<file path="config.mk">
export PLATFORM = sky130hd
export DESIGN_NAME = hit_resolver
export DESIGN_NICKNAME = d
export VERILOG_FILES = /design/src/rtl/hit_resolver_pkg.sv /design/src/rtl/hit_resolver_box_overlap.sv /design/src/rtl/hit_resolver.sv
export SDC_FILE = /design/constraint.sdc
export NUM_CORES = 1
export LEC_CHECK = 0
export ABC_AREA = 1
export BUFFER_PORTS_ARGS = -buffer_cell sky130_fd_sc_hd__buf_2
export CAP_MARGIN = 20
export CORE_AREA = 2 2 119 179
export DETAILED_ROUTE_END_ITERATION = 8
export DIE_AREA = 0 0 121 181
export REMOVE_ABC_BUFFERS = 1
export SETUP_SLACK_MARGIN = 0.5
export SYNTH_ARGS = -nofsm -noshare
export SYNTH_HDL_FRONTEND = slang
export SYNTH_SLANG_ARGS = --single-unit
</file>
<file path="constraint.sdc">
create_clock -name clk -period 5.56 [get_ports clk]
set_input_delay 1.112 -clock clk [delete_from_list [all_inputs] [get_ports clk]]
set_output_delay 1.112 -clock clk [all_outputs]
set_load 0.01 [all_outputs]
</file>
<file path="src/rtl/hit_resolver_pkg.sv">
// Shared codes, widths and packed-bus layout for the hit resolver.
package hit_resolver_pkg;

    localparam int unsigned COORD_W  = 10;
    localparam int unsigned BOX_W    = 4 * COORD_W;
    localparam int unsigned BUS_W    = 3 * BOX_W;
    localparam int unsigned STATE_W  = 4;
    localparam int unsigned GS_W     = 3;
    localparam int unsigned HEALTH_W = 3;
    localparam int unsigned BLOCK_W  = 3;

    // Box positions inside the 120-bit player bus (basic box occupies the MSBs)
    localparam int unsigned BOX_BASIC_LSB = 2 * BOX_W;
    localparam int unsigned BOX_DIR_LSB   = BOX_W;
    localparam int unsigned BOX_MAIN_LSB  = 0;

    // Coordinate order inside one box, x1 in the MSBs
    typedef struct packed {
        logic [COORD_W-1:0] x1;
        logic [COORD_W-1:0] x2;
        logic [COORD_W-1:0] y1;
        logic [COORD_W-1:0] y2;
    } box_t;

    typedef enum logic [STATE_W-1:0] {
        PST_MOVE_BACK  = 4'd2,
        PST_BASIC_END  = 4'd4,
        PST_DIR_END    = 4'd7,
        PST_HITSTUN    = 4'd9,
        PST_BLOCKSTUN  = 4'd10
    } pstate_e;

    typedef enum logic [1:0] {
        HF_NONE  = 2'b00,
        HF_BASIC = 2'b01,
        HF_DIR   = 2'b10
    } hitflag_e;

    typedef enum logic [GS_W-1:0] {
        GS_SETUP = 3'd0,
        GS_FIGHT = 3'd2
    } gamestate_e;

    typedef enum logic [1:0] {
        WIN_NONE   = 2'b00,
        WIN_P1     = 2'b01,
        WIN_P2     = 2'b10,
        WIN_DOUBLE = 2'b11
    } winner_e;

endpackage

</file>
<file path="src/rtl/hit_resolver_box_overlap.sv">
// Combinational inclusive overlap test between two axis-aligned boxes.
module box_overlap
    import hit_resolver_pkg::*;
(
    input  box_t a,
    input  box_t b,
    output logic overlap_c
);

    // Both axes must intersect, edges touching counts as overlap
    always_comb begin
        overlap_c = (a.x1 <= b.x2) && (b.x1 <= a.x2) &&
                    (a.y1 <= b.y2) && (b.y1 <= a.y2);
    end

endmodule

</file>
<file path="src/rtl/hit_resolver.sv">
// Resolves strikes between two fighters: hit flags, health, block charges, regen and KO.
module hit_resolver
    import hit_resolver_pkg::*;
#(
    parameter int unsigned HEALTH_INIT  = 5,
    parameter int unsigned BLOCK_MAX    = 3,
    parameter int unsigned REGEN_PERIOD = 64,
    parameter int unsigned DMG_BASIC    = 1,
    parameter int unsigned DMG_DIR      = 2
) (
    input  logic                clk,
    input  logic                rst_n,
    input  logic [GS_W-1:0]     gamestate,
    input  logic [STATE_W-1:0]  p1_state,
    input  logic [STATE_W-1:0]  p2_state,
    input  logic [BUS_W-1:0]    p1_boxes,
    input  logic [BUS_W-1:0]    p2_boxes,
    output logic [1:0]          p1_hitFlag,
    output logic [1:0]          p2_hitFlag,
    output logic [HEALTH_W-1:0] p1_health,
    output logic [HEALTH_W-1:0] p2_health,
    output logic [BLOCK_W-1:0]  p1_block,
    output logic [BLOCK_W-1:0]  p2_block,
    output logic                ko,
    output logic [1:0]          winner
);

    localparam int unsigned CNT_W = (REGEN_PERIOD > 1) ? $clog2(REGEN_PERIOD) : 1;
    localparam logic [CNT_W-1:0]    CNT_LAST      = CNT_W'(REGEN_PERIOD - 1);
    localparam logic [HEALTH_W-1:0] HEALTH_INIT_V = HEALTH_W'(HEALTH_INIT);
    localparam logic [BLOCK_W-1:0]  BLOCK_MAX_V   = BLOCK_W'(BLOCK_MAX);
    localparam logic [HEALTH_W-1:0] DMG_BASIC_V   = HEALTH_W'(DMG_BASIC);
    localparam logic [HEALTH_W-1:0] DMG_DIR_V     = HEALTH_W'(DMG_DIR);

    // Index 0 is P1, index 1 is P2
    logic [1:0][STATE_W-1:0]  st_c;
    logic [1:0][BUS_W-1:0]    boxes_c;
    logic [1:0]               land_c;
    logic [1:0][1:0]          kind_c;
    logic [1:0][1:0]          flag_c;
    logic [1:0][HEALTH_W-1:0] health_c;
    logic [1:0][HEALTH_W-1:0] health_nxt_c;
    logic [1:0][BLOCK_W-1:0]  block_c;
    logic                     fight_c;
    logic                     wrap_c;

    logic [CNT_W-1:0] cnt_q, cnt_d;
    logic             ko_q, ko_d;
    logic [1:0]       winner_q, winner_d;

    assign st_c    = {p2_state, p1_state};
    assign boxes_c = {p2_boxes, p1_boxes};
    assign fight_c = (gamestate == GS_FIGHT) && !ko_q;
    assign wrap_c  = (gamestate == GS_FIGHT) && (cnt_q == CNT_LAST);

    for (genvar I = 0; I < 2; I++) begin : g_player
        localparam int unsigned D = 1 - I;

        box_t                basic_box_c, dir_box_c, opp_main_c;
        logic                basic_ovl_c, dir_ovl_c;
        logic [1:0]          swing_kind_c;
        logic                blk_dec_c;
        logic [HEALTH_W-1:0] dmg_c;
        logic [1:0]          hit_flag_q, hit_flag_d;
        logic [HEALTH_W-1:0] health_q, health_d;
        logic [BLOCK_W-1:0]  block_q, block_d;
        logic                latch_q, latch_d;

        assign basic_box_c = boxes_c[I][BOX_BASIC_LSB +: BOX_W];
        assign dir_box_c   = boxes_c[I][BOX_DIR_LSB +: BOX_W];
        assign opp_main_c  = boxes_c[D][BOX_MAIN_LSB +: BOX_W];

        box_overlap u_basic (.a(basic_box_c), .b(opp_main_c), .overlap_c(basic_ovl_c));
        box_overlap u_dir   (.a(dir_box_c),   .b(opp_main_c), .overlap_c(dir_ovl_c));

        // Classify this player's current swing as a basic or directional contact
        always_comb begin
            swing_kind_c = HF_NONE;
            if ((st_c[I] == PST_BASIC_END) && basic_ovl_c) begin
                swing_kind_c = HF_BASIC;
            end else if ((st_c[I] == PST_DIR_END) && dir_ovl_c) begin
                swing_kind_c = HF_DIR;
            end
        end

        assign kind_c[I] = swing_kind_c;
        assign land_c[I] = fight_c && !latch_q && (swing_kind_c != HF_NONE) &&
                           (st_c[D] != PST_HITSTUN) && (st_c[D] != PST_BLOCKSTUN);

        // Apply the opponent's landed strike, block regen and this player's swing latch
        always_comb begin
            hit_flag_d = hit_flag_q;
            health_d   = health_q;
            block_d    = block_q;
            latch_d    = latch_q;
            blk_dec_c  = 1'b0;
            dmg_c      = (kind_c[D] == HF_BASIC) ? DMG_BASIC_V : DMG_DIR_V;
            if (gamestate == GS_SETUP) begin
                hit_flag_d = HF_NONE;
                health_d   = HEALTH_INIT_V;
                block_d    = BLOCK_MAX_V;
                latch_d    = 1'b0;
            end else if (gamestate != GS_FIGHT) begin
                hit_flag_d = HF_NONE;
            end else begin
                hit_flag_d = land_c[D] ? kind_c[D] : HF_NONE;
                if (land_c[D]) begin
                    if ((st_c[I] == PST_MOVE_BACK) && (block_q != '0)) begin
                        block_d   = block_q - BLOCK_W'(1);
                        blk_dec_c = 1'b1;
                    end else begin
                        health_d = (health_q > dmg_c) ? health_q - dmg_c : '0;
                    end
                end
                if (wrap_c && !blk_dec_c && (block_q < BLOCK_MAX_V)) begin
                    block_d = block_q + BLOCK_W'(1);
                end
                if ((st_c[I] != PST_BASIC_END) && (st_c[I] != PST_DIR_END)) begin
                    latch_d = 1'b0;
                end else if (land_c[I]) begin
                    latch_d = 1'b1;
                end
            end
        end

        // Per-player state registers
        always_ff @(posedge clk or negedge rst_n) begin
            if (!rst_n) begin
                hit_flag_q <= HF_NONE;
                health_q   <= HEALTH_INIT_V;
                block_q    <= BLOCK_MAX_V;
                latch_q    <= 1'b0;
            end else begin
                hit_flag_q <= hit_flag_d;
                health_q   <= health_d;
                block_q    <= block_d;
                latch_q    <= latch_d;
            end
        end

        assign flag_c[I]       = hit_flag_q;
        assign health_c[I]     = health_q;
        assign health_nxt_c[I] = health_d;
        assign block_c[I]      = block_q;
    end

    // Shared regen counter and sticky KO / winner capture
    always_comb begin
        cnt_d    = cnt_q;
        ko_d     = ko_q;
        winner_d = winner_q;
        if (gamestate == GS_SETUP) begin
            cnt_d    = '0;
            ko_d     = 1'b0;
            winner_d = WIN_NONE;
        end else if (gamestate == GS_FIGHT) begin
            cnt_d = wrap_c ? '0 : cnt_q + CNT_W'(1);
            if (!ko_q && ((health_nxt_c[0] == '0) || (health_nxt_c[1] == '0))) begin
                ko_d     = 1'b1;
                winner_d = {health_nxt_c[0] == '0, health_nxt_c[1] == '0};
            end
        end
    end

    // Shared state registers
    always_ff @(posedge clk or negedge rst_n) begin
        if (!rst_n) begin
            cnt_q    <= '0;
            ko_q     <= 1'b0;
            winner_q <= WIN_NONE;
        end else begin
            cnt_q    <= cnt_d;
            ko_q     <= ko_d;
            winner_q <= winner_d;
        end
    end

    assign p1_hitFlag = flag_c[0];
    assign p2_hitFlag = flag_c[1];
    assign p1_health  = health_c[0];
    assign p2_health  = health_c[1];
    assign p1_block   = block_c[0];
    assign p2_block   = block_c[1];
    assign ko         = ko_q;
    assign winner     = winner_q;

endmodule

</file>
# Word level (Yosys, flattened, before mapping)
# Cells that the tools add are included.
# classes
eq_ne	20
mux	57
add_sub_neg	7
order_cmp	20
reduce_logical	61
# ops
operator	count
$le 10x10->1	16
$mux 3	20
$logic_and 1x1->1	35
$mux 2	15
$reduce_bool 3->1	8
$mux 1	19
$mux 6	3
$eq 4x3->1 const B	4
$ne 4x3->1 const B	4
$ne 4x4->1 const B	4
$logic_not 3->1	3
$eq 4x2->1 const B	2
$reduce_bool 2->1	4
$add 3x1->3 const B	2
$add 6x1->6 const B	1
$eq 6x6->1 const B	1
$gt 3x2->1	2
$lt 3x2->1 const B	2
$reduce_and 2->1	3
$reduce_and 3->1	2
$sub 3x1->3 const B	2
$sub 3x2->3	2
$logic_not 1->1	5
$eq 2x1->1 const B	2
other kinds (4)	4
# totals
in_bits	253
regBits	27
elab_cells	176
out_inout_bits	19

# Longest topological paths before layout
# Gate-level depths: netlist (run 1).
# depth
word_depth	21
depth_mapped	31
ltp_nobuf	31

# Modules after synthesis
# Synthesis (run 1) repeated with hierarchy kept, for this count alone.
# unflattened
hier_cells	1007
hier_area_um2	6323.6
# modules_own_cells
module	cells_each	seq_area_each_um2	area_per_inst_um2	instances
box_overlap	188	0.0	1121.1	4
hit_resolver	255	685.7	1839.3	1

# Worst setup path before layout (run 1)
# OpenSTA, ideal clock, no wires.
# synth_timing
path_type	input to register
start	input port p2_boxes[29]
end	register winner_q[0], in the netlist winner[0]
t_arrival_ns	3.510
path_stages	24
slack_ns	1.934
n_path_buf	0
cell_sequence	inv_1 ha_1 a21o_1 nor2_1 nand2_1 nor2_1 nor2_1 nor2_1 inv_1 nor2_1 ha_1 fa_1 nor2_1 inv_1 nand4_1 nand3_1 nand2_1 nor2_1 nand2_1 nand2_1 nand2_2 nand2_1 nand2_1 nand2_1
# synth_via
elab_chain_len	20
# synth_lines
item	line_no	rtl
start: declaration	hit_resolver.sv:17	input logic [BUS_W-1:0] p2_boxes,
$le 10x10->1	hit_resolver_box_overlap.sv:12	overlap_c = (a.x1 <= b.x2) && (b.x1 <= a.x2) &&
$logic_and 1x1->1 (2 in a row)	hit_resolver_box_overlap.sv:12	
$logic_and 1x1->1	hit_resolver_box_overlap.sv:13	(a.y1 <= b.y2) && (b.y1 <= a.y2);
$logic_and 1x1->1	hit_resolver.sv:81	end else if ((st_c[I] == PST_DIR_END) && dir_ovl_c) begin
$mux 2	hit_resolver.sv:81	
$mux 2 (*)	hit_resolver.sv:79	if ((st_c[I] == PST_BASIC_END) && basic_ovl_c) begin
$eq 2x1->1	hit_resolver.sv:97	dmg_c = (kind_c[D] == HF_BASIC) ? DMG_BASIC_V : DMG_DIR_V;
$mux 2	hit_resolver.sv:97	
[4 not listed]	-	
$mux 3 (*)	hit_resolver.sv:103	end else if (gamestate != GS_FIGHT) begin
$mux 3 (*)	hit_resolver.sv:98	if (gamestate == GS_SETUP) begin
net g_player[1].health_d[1]	hit_resolver.sv:65	logic [HEALTH_W-1:0] health_q, health_d;
$logic_not 3->1 (*)	hit_resolver.sv:158, hit_resolver.sv:160	
$logic_or 1x1->1	hit_resolver.sv:158	if (!ko_q && ((health_nxt_c[0] == '0) || (health_nxt_c[1] == '0))) begin
$logic_and 1x1->1	hit_resolver.sv:158	
$reduce_bool 2->1 (no source line)	-	
$reduce_and 2->1 (no source line)	-	
end signal: assignment	hit_resolver.sv:174	winner_q <= winner_d;
end: declaration	hit_resolver.sv:49	logic [1:0] winner_q, winner_d;
# The timed path passes the listed nets; every way through them passes the cells marked *. The select of a mux whose other input is x is not followed.
# A chain may end at the register's enable or synchronous reset.

# Final worst setup path (run 1)
# layout_timing
start	input port p1_boxes[35]
end	register winner_q[1], in the netlist winner[1]
# layout_via
elab_chain_len	20
# layout_lines
item	line_no	rtl
start: declaration	hit_resolver.sv:16	input logic [BUS_W-1:0] p1_boxes,
$le 10x10->1	hit_resolver_box_overlap.sv:12	
$logic_and 1x1->1 (2 in a row)	hit_resolver_box_overlap.sv:12	
$logic_and 1x1->1	hit_resolver_box_overlap.sv:13	
$logic_and 1x1->1	hit_resolver.sv:81	
$mux 2	hit_resolver.sv:81	
$mux 2 (*)	hit_resolver.sv:79	
$eq 2x1->1	hit_resolver.sv:97	
$mux 2	hit_resolver.sv:97	
[3 not listed]	-	
$mux 3 (*)	hit_resolver.sv:107	if (land_c[D]) begin
$mux 3 (*)	hit_resolver.sv:103	
$mux 3 (*)	hit_resolver.sv:98	
$logic_not 3->1 (*)	hit_resolver.sv:158, hit_resolver.sv:160	
$logic_or 1x1->1	hit_resolver.sv:158	
$logic_and 1x1->1	hit_resolver.sv:158	
$reduce_bool 2->1 (no source line)	-	
$reduce_and 2->1 (no source line)	-	
# Mark *: on every way between the ends. The rest lies on a longest branch, timed or not. The select of a mux whose other input is x is not followed.

==> results.cfg, run 1 <==
[status]
outcome = complete, no violations

[critical_path]
required_ns = 5.72
cp_max_fo = 4
worstSetupStartpointType = input port
crit_arrival_ns = 3.94
worstSetupPathType = in2reg
cp-end-kind = flip-flop

[grt]
grt_pass1_vias = 6626
grt_pass1_wl_mm = 29.0
overflow = 0
grt_use_total = 0.160
grt_max_degree = 28
antenna_found_initial = 0

[detailed_routing]
routed.top_layer = met4
wl_met3_mm = 1.35
wl_met2_mm = 9.40
drc = 0
drt-total-wl_mm = 17.5
avgRoutedWirePerCell_um = 12.0
dr.pass1.iters = 4
wl_met1_mm = 6.35
num_vias = 6492
drtIter0Drc = 165
vias_per_cell = 4.46
ant_nets = 0

[clock_tree]
cts_hold_buf = 0
path_clk_slew_ns = 0.07
htree_levels = 1
cts_resized = 0
root_buffer = clkbuf_16
cts_tree = built
cts_buffers = 3
cts_setup_buffers = 0
clockBufferDepth = 2
insertion_delay_ns = 0.26
clkSinkCount = 27

[timing]
rsz0062_at_grt = false
clock_skew_ns = 0.00186
slew_violations = 0
worstMarginPinSlew_ns = 0.643
fin_crit_ns = 3.78
finalSetupViolCount = 0
fmax_ghz = 0.264
finalHoldViolCount = 0
slew_headroom = 0.571
timing.final.crit_share = 0.680
finalSetupTns_ns = 0

[placed_design]
portBuffers = 271
gp_congestion = 0.879
dp_hpwl_mm = 16.4

[floorplan]
dieHeight_um = 181
initial_utilization = 0.296
dieArea_um2 = 21900
io-pin-count = 272
die_w_um = 121
rows = 64
coreArea_um2 = 20300

[yosys]
synth.avg_cell_area_um2 = 6.55
syn_inst = 917
yosys_warnings = 0
synth_area_um2 = 6000
yosysSeqAreaShare = 0.114
yosys_register_bits = 27
ys_types = 40

[final_layout]
area_growth_syn_to_layout_pct = 29.4
num_antenna_cells = 0
layout-drive-gt1-share = 0.251
finalNetCount = 1615
fillers = 2217

[power]
cellPowerDensity_nw_per_um2 = 114
p_leak_nw = 4.98
ir_worst_vdd_mv = 0.102
power.total_uw = 887

[worst_hold_path]
hold_class = reg2reg

[run]
cap_viol_max_count = 0
-- layer usage --
metal / up-vias / track usage
li1: 3463 / -
met1: 2788 / 0.157
met2: 217 / 0.329
met3: 24 / 0.0300
met4: 0 / 0.0414
met5: - / 0
-- kinds of logic (layout without fill, tap and decap cells) --
family                   Yosys count  in the layout  synth area share
AO/OA/AOI/OAI                    104            104             0.107
adder cells (fa/ha/maj)          169            169             0.357
flip-flops                        27             27             0.114
buffers and inverters            231            506             0.145
XOR/XNOR                           4              4           0.00583
AND/OR/NAND/NOR                  382            382             0.271
-- where the power goes --
group / internal [mW] / switching, mW / leakage (nW)
combinational: 0.213 / 0.259 / 4.59
clock: 0.0984 / 0.0721 / 0.0382
sequential: 0.222 / 0.0225 / 0.347
total: 0.533 / 0.353 / 4.98
-- through the flow --
step | utilization | instance area (um2) | instances | hold slack (ns) | setup slack, ns
finish | 0.384 | 7770 | 1456 | 0.520 | 1.78
detailed placement | 0.380 | 7690 | 1452 | 0.499 | 1.42
global route | 0.384 | 7770 | 1456 | 0.561 | 1.29
global placement | 0.380 | 7690 | 1452 | 0.494 | 1.51
CTS | 0.384 | 7770 | 1456 | 0.515 | 1.71
floorplan | - | 6000 | 917 | 0.486 | 1.93
-- critical path, cell delays in order --
cell and delay (ns):
buf_2 0.11, ha_1 0.30, a21o_1 0.18, o21ai_1 0.12, nand3_1 0.07, nand2_1 0.08
nand2_1 0.10, nor2_1 0.14, nand2_1 0.11, inv_1 0.12, ha_1 0.15, inv_1 0.06
fa_1 0.40, o21ai_0 0.18, nand4_1 0.11, a21oi_1 0.20, nand3_1 0.11, nand2_1 0.09
nand2_2 0.07, nand3_1 0.07, nand2_1 0.05
-- worst paths after layout --
kind	slack (ns)	to	cells past startpoint	from
max in group asynchronous	4.28	p1_hitFlag[1]	1	rst_n
max	1.78	winner[1]	21	p1_boxes[35]
max reg2reg	3.03	p2_block[2]	11	cnt_q[0]
min	0.52	p1_block[1]	2	p1_block[1]
min reg2reg	0.52	p1_block[1]	2	p1_block[1]
min in group asynchronous	0.87	p2_block[2]	1	rst_n
-- cells in the final DEF (no fill, tap or decap), types with 8 or more instances in the layout --
cell	synthesis	routed
dfrtp_1	19	19
dfstp_2	8	8
ha_1	165	165
nor2_1	86	86
a21o_1	10	10
o21bai_1	13	13
a21oi_1	46	46
nand3_1	47	47
nand4_1	17	17
nand2_1	203	203
inv_1	228	228
nor3_1	11	11
buf_2	0	271
o21ai_0	10	10
-- layout make-up --
type / instances / area [um2] / area share
multi-input cells: 659 / 4450 / 0.573
repair buffers: 271 / 1360 / 0.175
inverters: 231 / 868 / 0.112
well taps: 264 / 330 / 0.0425
clock buffers: 4 / 78.8 / 0.0101
flip-flops and latches: 27 / 686 / 0.0882
-- flip-flops by register name, summed over array words and instances (netlist names), 3 cells and up --
register / flops
p1_health: 3
p2_block: 3
p2_health: 3
cnt_q: 6
p1_block: 3
-- synthesized netlist by cell type --
cell,n,area [um2]
nand2_2,4,25.0
dfrtp_1,19,475
nand4_1,17,106
clkinv_2,1,5.00
nand3_1,47,235
a21boi_1,2,15.0
o21bai_1,13,97.6
o211ai_1,4,30.0
inv_2,1,3.75
a31oi_1,2,12.5
nand3_2,2,20.0
a211o_1,1,8.76
o21a_1,4,30.0
nor2_2,2,12.5
or2_2,1,6.26
o21ai_0,10,50.1
a2111oi_0,1,8.76
a22o_1,1,8.76
a311oi_2,1,15.0
o21ai_1,2,10.0
nand2_1,203,762
o22ai_1,2,12.5
nor2_4,1,11.3
dfstp_2,8,210
xor2_1,4,35.0
nor3_1,11,55.1
fa_1,4,80.1
nor3_2,1,10.0
nor2_1,86,323
a21oi_1,46,230
nand3b_1,1,7.51
clkinv_1,1,3.75
or2_1,3,18.8
inv_1,228,856
ha_1,165,2060
a32o_1,1,10.0
a21o_1,10,75.1
a21boi_0,3,22.5
nand2_4,3,33.8
o31ai_1,1,7.51
No activity file was read; power rests on OpenSTA's default activity.
==> inputs of run 2 (changes only) <==
==> constraint.sdc (replaced) <==
create_clock -name clk -period 3.7 [get_ports clk]
set_input_delay 0.74 -clock clk [delete_from_list [all_inputs] [get_ports clk]]
set_output_delay 0.74 -clock clk [all_outputs]
set_load 0.01 [all_outputs]
==> results.cfg, run 2 (synthesis gave the netlist of run 1 again) <==
[final_layout]
layout-drive-gt1-share = 0.420
largest_register_ff_count = 6
fin_util = 0.452
mostFrequentLayoutCell = buf_2
num_antenna_cells = 0
mostFrequentLayoutCells = buf_2 (247), inv_1 (182), nand2_1 (164)
regMostFlops = cnt_q
final_cells = 1479
finalNetCount = 1638
area_growth_syn_to_layout_pct = 52.4
fin_area_um2 = 9150

[timing]
rsz0062_at_grt = true
worst_slack_ns = 0.516
fmax_ghz = 0.314
fin_crit_ns = 3.18
hold_slack_ns = 0.502
worstMarginPinSlew_ns = 0.655
timing.final.crit_share = 0.861
slew_headroom = 0.564
finalHoldViolCount = 0
slew_violations = 0
finalSetupTns_ns = 0
clock_skew_ns = 0.00732
finalSetupViolCount = 0

[critical_path]
cpPeakStageDelay_ns = 0.52
crit_slowest_cell = fa_2
cp_max_fo = 4
reg2reg_from = cnt_q[0]
worstSetupStartpointType = input port
crit_arrival_ns = 3.35
worstSetupPathType = in2reg
critPathMostFrequentCell = nand2_1
path_cells = buf_2 -> inv_1 -> ha_1 -> nand2_1 -> nor2_2 -> nand2_2 -> o21ai_1 -> nor2_1 -> nor2_2 -> nor2_4 -> nand2_2 -> inv_4 -> buf_4 -> buf_4 -> fa_2 -> nand2_1 -> nand4_1 -> nand3_2 -> nand3_2 -> nand2_2 -> nand2_4 -> nand2_1 -> nand2_1 -> nand2_1
required_ns = 3.86
cp-end-kind = flip-flop
startpoint = p1_boxes[24]
crit_family = simple AND/OR/NAND/NOR gates
cp_num_buf_inv = 5

[worst_hold_path]
hold_class = in2async

[detailed_routing]
ant_nets = 0
num_vias = 6702
vias_per_cell = 4.53
dr.pass1.iters = 4
drtIter0Drc = 145
drc = 0
drt-total-wl_mm = 19.3
avgRoutedWirePerCell_um = 13.0

[grt]
overflow = 0
grt_max_degree = 28
antenna_found_initial = 0
grt_use_total = 0.162
grt_pass1_vias = 6760
grt_pass1_wl_mm = 29.5

[floorplan]
dieHeight_um = 181
initial_utilization = 0.296
die_w_um = 121
dieArea_um2 = 21900
rows = 64
coreArea_um2 = 20300
io-pin-count = 272

[clock_tree]
htree_levels = 1
path_clk_slew_ns = 0.07
cts_tree = built
insertion_delay_ns = 0.27
root_buffer = clkbuf_16
clkSinkCount = 27
clockBufferDepth = 2
cts_buffers = 3

[placed_design]
place_inst = 1457
gp_congestion = 0.863
pre_cts_ws_ns = -0.0190
portBuffers = 271
dpl_cell_area_um2 = 7730
dp_hpwl_mm = 16.4

[power]
cellPowerDensity_nw_per_um2 = 168
p_leak_nw = 5.19
ir_worst_vdd_mv = 0.144
power.total_mw = 1.54

[status]
outcome = complete, no violations

[run]
cap_viol_max_count = 0
## run 2: cell count changes in the layout (fill, tap and decap cells not counted), moves of 25 or more
cell | before | now
inv_1 | 228 | 182
nand2_2 | 4 | 29
nand2_1 | 203 | 164
inv_2 | 1 | 43
ha_4 | 0 | 51
nor2_1 | 86 | 57
ha_1 | 165 | 114
## run 2: repair_timing
item | 4_1_cts | 5_1_grt
endpoints found under the setup margin | 3 | 7
endpoints found under the hold margin | 0 | 0
pin swaps | 72 | 97
gates resized for setup | 80 | 179
setup buffers | 8 | 10
hold buffers | 0 | 0
## run 2: path summary, 6_finish.rpt
path	depth (start not counted)	endpoint	slack [ns]
hold / removal	1	cnt_q[2]	0.50
setup reg to reg	11	p2_block[2]	1.11
max in group asynchronous	1	g_player[0].latch_q	2.77
setup / recovery	24	winner[0]	0.52
min in group clk	2	winner[1]	0.52
hold reg to reg	2	winner[1]	0.52
## run 2: area by class of cell
type                    instances  area [um2]
clock buffers                   4        78.8
fillers                      2086       11100
repair buffers                294        1680
well taps                     264         330
inverters                     231         881
flip-flops and latches         27         686
multi-input cells             659        5500
## run 2: power breakdown
group,internal (mW),leakage (nW),switching [mW]
Combinational,0.434,4.80,0.484
Clock,0.148,0.0382,0.107
Sequential,0.333,0.347,0.0363
## run 2: metal layers
metal	share of wire	GRT usage	wire length [um]	vias to the layer above
met5	0	0	0	-
met4	0.030	0.0535	578	0
met3	0.070	0.0297	1360	31
met2	0.55	0.333	10500	225
met1	0.35	0.156	6820	2933
li1	-	-	-	3513
==> inputs of run 3 (changes only) <==
--- a/config.mk
+++ b/config.mk
@@ -8,10 +8,11 @@
 export ABC_AREA = 1
 export BUFFER_PORTS_ARGS = -buffer_cell sky130_fd_sc_hd__buf_2
 export CAP_MARGIN = 20
-export CORE_AREA = 2 2 119 179
+export CORE_AREA = 2 2 94 141
+export CTS_CLUSTER_SIZE = 20
 export DETAILED_ROUTE_END_ITERATION = 8
-export DIE_AREA = 0 0 121 181
-export REMOVE_ABC_BUFFERS = 1
+export DIE_AREA = 0 0 96 143
+export PLACE_DENSITY = 0.81
 export SETUP_SLACK_MARGIN = 0.5
 export SYNTH_ARGS = -nofsm -noshare
 export SYNTH_HDL_FRONTEND = slang
==> results.cfg, run 3 (synthesis gave the netlist of run 1 again) <==
[critical_path]
cpPeakStageDelay_ns = 0.42
crit_slowest_cell = fa_1
cp_num_buf_inv = 4
worst_r2r_endpoint = p2_block[2]
cp_max_fo = 4
rr_worst_depth = 11
worstSetupStartpointType = input port
cp-end-kind = flip-flop
crit_family = simple AND/OR/NAND/NOR gates
reg2reg_from = cnt_q[0]
rrSetupSlack_ns = 1.15
crit_arrival_ns = 3.42
critPathMostFrequentCell = nand2_1
worstSetupPathType = in2reg
required_ns = 3.86

[yosys]
synth_nets = 1339

[final_layout]
final_cells = 1366
mostFrequentLayoutCells = buf_2 (256), inv_1 (182), nand2_1 (173)
layout-drive-gt1-share = 0.400
mostFrequentLayoutCell = buf_2
num_antenna_cells = 0
fillers = 1027
largest_register_ff_count = 6
finalNetCount = 1633
regMostFlops = cnt_q
area_growth_syn_to_layout_pct = 46.2

[timing]
worstMarginPinSlew_ns = 0.610
clock_skew_ns = 0.00253
worst_slack_ns = 0.442
slew_violations = 0
rsz0062_at_grt = true
hold_slack_ns = 0.476
finalSetupViolCount = 0
fmax_ghz = 0.307
slew_headroom = 0.593
finalSetupTns_ns = 0
fin_crit_ns = 3.26
timing.final.crit_share = 0.880
finalHoldViolCount = 0

[floorplan]
initial_utilization = 0.482
die_w_um = 96
coreArea_um2 = 12400
dieArea_um2 = 13700
io-pin-count = 272
dieHeight_um = 143
rows = 50

[power]
seq_power_share = 0.244
p_sw_uw = 604
switching_share = 0.402
internal_power_uw = 897
pwr-share-clk = 0.168
combPwrFrac = 0.588
ir_worst_vdd_mv = 0.120
cellPowerDensity_nw_per_um2 = 171
p_leak_nw = 5.10

[placed_design]
dp_hpwl_mm = 14.4
pre_cts_ws_ns = 0.0226
place_inst = 1344
gp_congestion = 0.848
portBuffers = 271

[grt]
grt_pass1_vias = 6653
grt_pass1_wl_mm = 26.7
grt_max_degree = 28
overflow = 0
grt_use_total = 0.238
antenna_found_initial = 0

[run]
cap_viol_max_count = 0

[detailed_routing]
dr.pass1.iters = 4
drc = 0
vias_per_cell = 5.04
num_vias = 6879
drt-total-wl_mm = 18.5
avgRoutedWirePerCell_um = 13.5
drtIter0Drc = 227
ant_nets = 0

[clock_tree]
insertion_delay_ns = 0.26
cts_buffers = 3
cts_tree = built
htree_levels = 1
clkSinkCount = 27
path_clk_slew_ns = 0.07
root_buffer = clkbuf_16
clockBufferDepth = 2

[status]
outcome = complete, no violations

[worst_hold_path]
hold_class = in2async
## run 3: cell types whose count changed in the layout (fill, tap and decap cells not counted), sizes merged
cell	change
clkbuf	-1
buf	-5
clkinv	+1
## run 3: power groups by stage
stage | Combinational [mW] | Sequential [mW] | Clock [mW]
CTS | 0.783 | 0.365 | 0.255
finish | 0.883 | 0.367 | 0.252
floorplan | 0.413 | 0.375 | 0
detailed placement | 0.699 | 0.370 | 0
global route | 1.00 | 0.373 | 0.266
global placement | 0.677 | 0.370 | 0
## run 3: per-layer routing
metal | up-vias | routed length (um) | track usage
met4 | 0 | 467 | 0.0759
met2 | 246 | 10300 | 0.496
met1 | 3093 | 6360 | 0.218
met5 | - | 0 | 0
met3 | 40 | 1290 | 0.0433
li1 | 3500 | - | -
## run 3: layout make-up
class,count,area (um2),share of cell area
Clock buffer,3,75.1,0.00855
Multi-Input combinational cell,659,5350,0.609
Sequential cell,27,686,0.0781
Clock inverter,1,5.00,0.000570
Timing Repair Buffer,289,1590,0.181
Inverter,231,881,0.100
Tap cell,156,195,0.0222
## run 3: how the worst max path moves through the flow
stage	startpoint	end	slack, ns	depth (start not counted)
global route	p2_boxes[7]	winner[0]	0.27	26
global placement	p1_boxes[35]	winner[0]	0.14	21
finish	p2_boxes[7]	winner[0]	0.44	25
CTS	p2_boxes[29]	winner[0]	0.50	29
floorplan	p1_boxes[29]	winner[0]	0.50	23
detailed placement	p2_boxes[9]	winner[0]	0.02	28
## run 3: metrics by stage
stage / cell area, um2 / total power [mW] / utilization
floorplan: 6020 / 0.788 / -
global placement: 7570 / 1.05 / 0.608
detailed placement: 7570 / 1.07 / 0.608
CTS: 8240 / 1.40 / 0.662
global route: 8780 / 1.64 / 0.705
finish: 8780 / 1.50 / 0.705
## run 3: what timing repair did
action                                  CTS  global route
hold buffers                              0             0
setup buffers                            11             7
endpoints found under the setup margin    3             7
pin swaps                                78            81
resized for setup                        97           110
hold endpoints to repair                  0             0
